==> config.mk <==
export PLATFORM = sky130hd
export DESIGN_NAME = mem_bus_arbiter
export DESIGN_NICKNAME = d
export VERILOG_FILES = /design/src/rtl/mem_bus_arbiter.sv
export SDC_FILE = /design/constraint.sdc
export NUM_CORES = 1
export LEC_CHECK = 0
export CAP_MARGIN = 40
export CORE_ASPECT_RATIO = 1.25
export CORE_MARGIN = 2
export CORE_UTILIZATION = 43
export CTS_BUF_LIST = sky130_fd_sc_hd__clkbuf_8
export DETAILED_ROUTE_END_ITERATION = 12
export PLACE_DENSITY = 0.81
export SLEW_MARGIN = 20
export SYNTH_ARGS = -nofsm -noshare
export SYNTH_HDL_FRONTEND = slang
export SYNTH_SLANG_ARGS = --single-unit
==> constraint.sdc <==
create_clock -name i_clk -period 3.3 [get_ports i_clk]
set_input_delay 0.66 -clock i_clk [delete_from_list [all_inputs] [get_ports i_clk]]
set_output_delay 0.66 -clock i_clk [all_outputs]
set_load 0.01 [all_outputs]
==> src/rtl/mem_bus_arbiter.sv <==
// mem_bus_arbiter: round-robin arbiter giving two requesters access to a synchronous RAM, an LED register and a switch port
module mem_bus_arbiter (
  input  logic        i_clk,
  input  logic        i_reset,
  input  logic [1:0]  i_req0_cmd,
  input  logic [8:0]  i_req0_addr,
  input  logic [15:0] i_req0_wdata,
  input  logic [1:0]  i_req1_cmd,
  input  logic [8:0]  i_req1_addr,
  input  logic [15:0] i_req1_wdata,
  output logic        o_req0_ack,
  output logic [15:0] o_req0_rdata,
  output logic        o_req1_ack,
  output logic [15:0] o_req1_rdata,
  output logic [7:0]  o_ram_addr,
  output logic        o_ram_write,
  output logic [15:0] o_ram_din,
  input  logic [15:0] i_ram_dout,
  input  logic [7:0]  i_sw,
  output logic [7:0]  o_ledr,
  output logic        o_busy,
  output logic        o_owner
);
  typedef enum logic [1:0] {IDLE, ACCESS, READ_WAIT, DONE} state_t;
  state_t      r_state;
  logic        r_owner;
  logic        r_wr;
  logic [8:0]  r_addr;
  logic [15:0] r_wdata;
  logic        r_ram_write;
  logic        r_ack0;
  logic        r_ack1;
  logic [15:0] r_rdata0;
  logic [15:0] r_rdata1;
  logic [7:0]  r_ledr;
  logic        w_pend0;
  logic        w_pend1;
  logic        w_grant1;
  logic [1:0]  w_cmd;
  logic [8:0]  w_addr;
  logic [15:0] w_wdata;
  logic        w_finish;
  logic        w_load;
  logic [15:0] w_rd_val;
  // Request decode, round-robin choice and completion/read-data selection
  always_comb begin
    w_pend0  = (i_req0_cmd == 2'b01) || (i_req0_cmd == 2'b10);
    w_pend1  = (i_req1_cmd == 2'b01) || (i_req1_cmd == 2'b10);
    w_grant1 = w_pend1 && (!w_pend0 || !r_owner);
    w_cmd    = w_grant1 ? i_req1_cmd   : i_req0_cmd;
    w_addr   = w_grant1 ? i_req1_addr  : i_req0_addr;
    w_wdata  = w_grant1 ? i_req1_wdata : i_req0_wdata;
    w_finish = (r_state == READ_WAIT) || ((r_state == ACCESS) && (r_wr || r_addr[8]));
    w_load   = w_finish && !r_wr;
    w_rd_val = (r_state == READ_WAIT) ? i_ram_dout :
               (r_addr == 9'h140) ? {8'h00, i_sw} : 16'h0000;
  end
  // Transaction FSM: latch a grant in IDLE, perform the access, pulse ack in DONE
  always_ff @(posedge i_clk or posedge i_reset) begin
    if (i_reset) begin
      r_state     <= IDLE;
      r_owner     <= 1'b1;
      r_wr        <= 1'b0;
      r_addr      <= 9'h000;
      r_wdata     <= 16'h0000;
      r_ram_write <= 1'b0;
      r_ack0      <= 1'b0;
      r_ack1      <= 1'b0;
      r_rdata0    <= 16'h0000;
      r_rdata1    <= 16'h0000;
      r_ledr      <= 8'h00;
    end else begin
      case (r_state)
        IDLE: begin
          if (w_pend0 || w_pend1) begin
            r_state     <= ACCESS;
            r_owner     <= w_grant1;
            r_wr        <= (w_cmd == 2'b10);
            r_addr      <= w_addr;
            r_wdata     <= w_wdata;
            r_ram_write <= (w_cmd == 2'b10) && !w_addr[8];
          end
        end
        ACCESS: begin
          r_ram_write <= 1'b0;
          if (r_wr && (r_addr == 9'h100)) r_ledr <= r_wdata[7:0];
          r_state <= w_finish ? DONE : READ_WAIT;
        end
        READ_WAIT: r_state <= DONE;
        DONE: begin
          r_state <= IDLE;
          r_wr    <= 1'b0;
          r_addr  <= 9'h000;
          r_wdata <= 16'h0000;
        end
      endcase
      r_ack0 <= w_finish && !r_owner;
      r_ack1 <= w_finish && r_owner;
      if (w_load && !r_owner) r_rdata0 <= w_rd_val;
      if (w_load && r_owner) r_rdata1 <= w_rd_val;
    end
  end
  assign o_req0_ack   = r_ack0;
  assign o_req1_ack   = r_ack1;
  assign o_req0_rdata = r_rdata0;
  assign o_req1_rdata = r_rdata1;
  assign o_ram_addr   = r_addr[7:0];
  assign o_ram_write  = r_ram_write;
  assign o_ram_din    = r_wdata;
  assign o_ledr       = r_ledr;
  assign o_busy       = (r_state != IDLE);
  assign o_owner      = r_owner;
endmodule

==> impl_metrics.csv <==
group,metric,value,unit
status,outcome,"complete, no violations",
clocking,cts_hold_buffers,0,
synthesis,syn_area_per_cell,11.4,sq um
synthesis,ys_top_cells_by_area,"dfrtp_1 55%, mux2i_1 7.4%, o2bb2ai_1 6.7%",
clocking,tritoncts,"done",
clocking,root_buffer,"clkbuf_8",
timing,setup_slack,0.814,ns
setup_path,cp-start-kind,"flop",
routing,drc,0,
routing,firstDrtPassIters,4,
min_path,min_to,"o_req1_rdata[5]",
timing,setup-tns-final,0,ns
power_and_ir_drop,leakagePower,2.13,nW
setup_path,rr_startpoint,"r_state[0]",
floorplanning,dieArea,0.00827,sq mm
synthesis,synth_top_area_share,54.7,%
timing,finalCriticalPeriod,2.49,ns
clocking,clk_latency,0.34,ns
setup_path,path_buf_inv,3,
final_layout,nets,513,
clocking,cts_resized,0,
routing,detail_route.wl_per_cell,15.8,um
clocking,numCtsBuffers,9,
timing,setup_viol,0,
floorplanning,start_util,44.1,%
floorplanning,die_y,101,um
final_layout,syn2layout_area_growth,53.1,%
placed_design,hpwl,6260,um
timing,layout_worst_path_cycle_share,75.3,%
flow_run,maxCapViolCount,0,
setup_path,regToRegEndpoint,"o_req0_rdata[0]",
clocking,post_cts_buffers,0,
setup_path,cp.arrival,1.83,ns
synthesis,synth_cell_types,37,
clocking,clkTransAtPathRegs,0.07,ns
synthesis,synth_fp_nets,371,
routing,drt-initial-drc-count,50,
synthesis,netlist_top_cells_count,"71 x dfrtp_1, 44 x nand2_1, 32 x o21ai_0",
routing,avgViaCountPerCell,5.15,
timing,fmax,402,MHz
global_route,grt.overflow.total,0,
placed_design,gp_congestion,0.799,
synthesis,ys.flop_type,"dfrtp_1",
routing,wl,8290,um
setup_path,worstSetupEndpointType,"primary output",
floorplanning,rows,35,
synthesis,synth_area,0.00325,sq mm
timing,finalHoldViolCount,0,
synthesis,synth_warnings,0,
final_layout,design_area,0.00497,sq mm
synthesis,ys_seq_elements,72,
setup_path,critical_path_class,"flop to primary output",
setup_path,path_max_fanout,7,
timing,rsz0062_at_grt,"false",
floorplanning,io-pin-count,149,
floorplanning,die_x,81.7,um
synthesis,yosysMostFrequentCell,"dfrtp_1",
final_layout,diodes,0,
min_path,worstHoldStart,"o_req1_rdata[5]",
timing,tightestPinTransition,0.683,ns
power_and_ir_drop,peakVddDrop,0.419,mV
synthesis,yosysTopAreaCell,"dfrtp_1",
setup_path,cpMaxStageDelayCell,"clkdlybuf4s50_1",
synthesis,postSynthCellCount,286,
final_layout,drive_gt1_share,9.03,%
placed_design,port_buffers,148,
synthesis,ys_seq_area_share,55.5,%
final_layout,fillCellCount,594,
floorplanning,core,0.00736,sq mm
synthesis,synth_edf_count,0,
setup_path,crit_path_frequent_cell,"inv_1",
placed_design,dpl_cell_area,0.00478,sq mm
global_route,grt_max_degree,41,
timing,drv_slew,0,
global_route,grt_pass1_wl,13200,um
power_and_ir_drop,finalPower,3.91,mW
final_layout,instances_no_fill,524,
timing,skew,0.00877,ns
timing,max-slew-margin-rel,54.4,%
synthesis,synthArstFlopShare,100,%
setup_path,r2r_slack,1.39,ns
clocking,clk_path_buf_depth,2,
clocking,clock-sinks,72,
global_route,grt_pass1_vias,2740,
routing,via_count,2701,
min_path,whs_path_depth,2,
global_route,grt_use_total,21.0,%
setup_path,required,2.64,ns
power_and_ir_drop,powerDensity,787,mW/mm^2
placed_design,pre_cts_slack,0.731,ns
global_route,antenna_found_initial,0,
clocking,htree_num_levels,3,
routing,ant_nets,0,
setup_path,worst_path_largest_cell_delay,0.49,ns
setup_path,critical-path-top-delay-family,"buffers and inverters",
placed_design,placed_cells,509,
min_path,hold_path_class,"flop to flop",
setup_path,crit_path_cell_trace,"inv_1, ha_1, inv_1, clkdlybuf4s50_1",
setup_path,rr_worst_depth,6,
==> worst min-delay path: cells and delay by family, from the launching register on <==
kind               cells  cell delay, ns
DFF                    1            0.35
AOI/OAI and AO/OA      1            0.06
and+or+nand+nor        1            0.04
==> per-stage QoR <==
step                util (%)  hold slack, ns
global placement        64.8           0.461
detailed placement      64.9           0.470
CTS                     67.6           0.487
global route            67.6           0.506
floorplan                  -           0.479
finish                  67.6           0.482
==> state kept, by name, summed over array words and instances (netlist names) <==
register,cells
o_ledr,8
o_owner,1
o_ram_din,16
o_ram_write,1
o_req0_ack,1
o_req0_rdata,16
o_req1_ack,1
o_req1_rdata,16
r_addr,9
r_state,2
r_wr,1
==> cells by family after synthesis <==
kind of cell | synth area share [%]
buffers and inverters | 5.59
flip-flops | 55.5
AO/OA/AOI/OAI | 17.0
multiplexers | 10.6
AND/OR/NAND/NOR | 8.52
XOR/XNOR | 0.809
adder cells (fa/ha/maj) | 1.93
==> power by group <==
part | switching (mW) | internal (mW) | total, mW
Combinational | 0.876 | 0.933 | 1.81
Sequential | 0.223 | 1.20 | 1.42
Clock | 0.319 | 0.366 | 0.684
Total | 1.42 | 2.49 | 3.91
==> cells in the final DEF (no fill, tap or decap), types with 2 or more instances in the layout <==
| master | count |
|---|---|
| a22o_1 | 2 |
| a22oi_1 | 8 |
| buf_4 | 6 |
| clkbuf_8 | 10 |
| clkdlybuf4s50_1 | 148 |
| clkinv_2 | 2 |
| dfrtp_1 | 71 |
| ha_1 | 5 |
| inv_1 | 4 |
| mux2_2 | 8 |
| mux2i_1 | 24 |
| nand2_1 | 44 |
| nand3_1 | 2 |
| nand3b_1 | 2 |
| nor2_1 | 6 |
| nor2b_1 | 3 |
| o21a_1 | 2 |
| o21ai_0 | 32 |
| o21ai_1 | 3 |
| o21ai_2 | 3 |
| o2bb2ai_1 | 25 |
| xnor2_1 | 2 |
==> layout make-up <==
type,instances,area [sq um],share of cell area (%)
clock buffer,10,138,2.77
clock inverter,5,56.3,1.13
inverter,5,18.8,0.378
multi-input combinational,184,1280,25.8
sequential,72,1800,36.3
tap,92,115,2.32
timing repair buffer,156,1560,31.3
==> metal layers <==
| layer | GRT usage [%] | routed length (um) | vias up |
|---|---|---|---|
| li1 | - | - | 1299 |
| met1 | 26.5 | 3320 | 1265 |
| met2 | 34.0 | 4010 | 128 |
| met3 | 6.15 | 833 | 9 |
| met4 | 8.08 | 127 | 0 |
| met5 | 0 | 0 | - |
==> worst max-delay path by stage <==
stage                        startpoint       endpoint  depth (start not counted)
after floorplan                 i_reset      o_ledr[0]                          1
after global routing         r_state[0]         o_busy                          4
final                        r_state[0]         o_busy                          4
after detailed placement  i_req1_cmd[1]  o_ram_din[11]                          6
after CTS                    r_state[0]         o_busy                          4
after global placement    i_req1_cmd[1]      r_addr[8]                          5
Note: power is estimated with default switching activity, not from simulation.
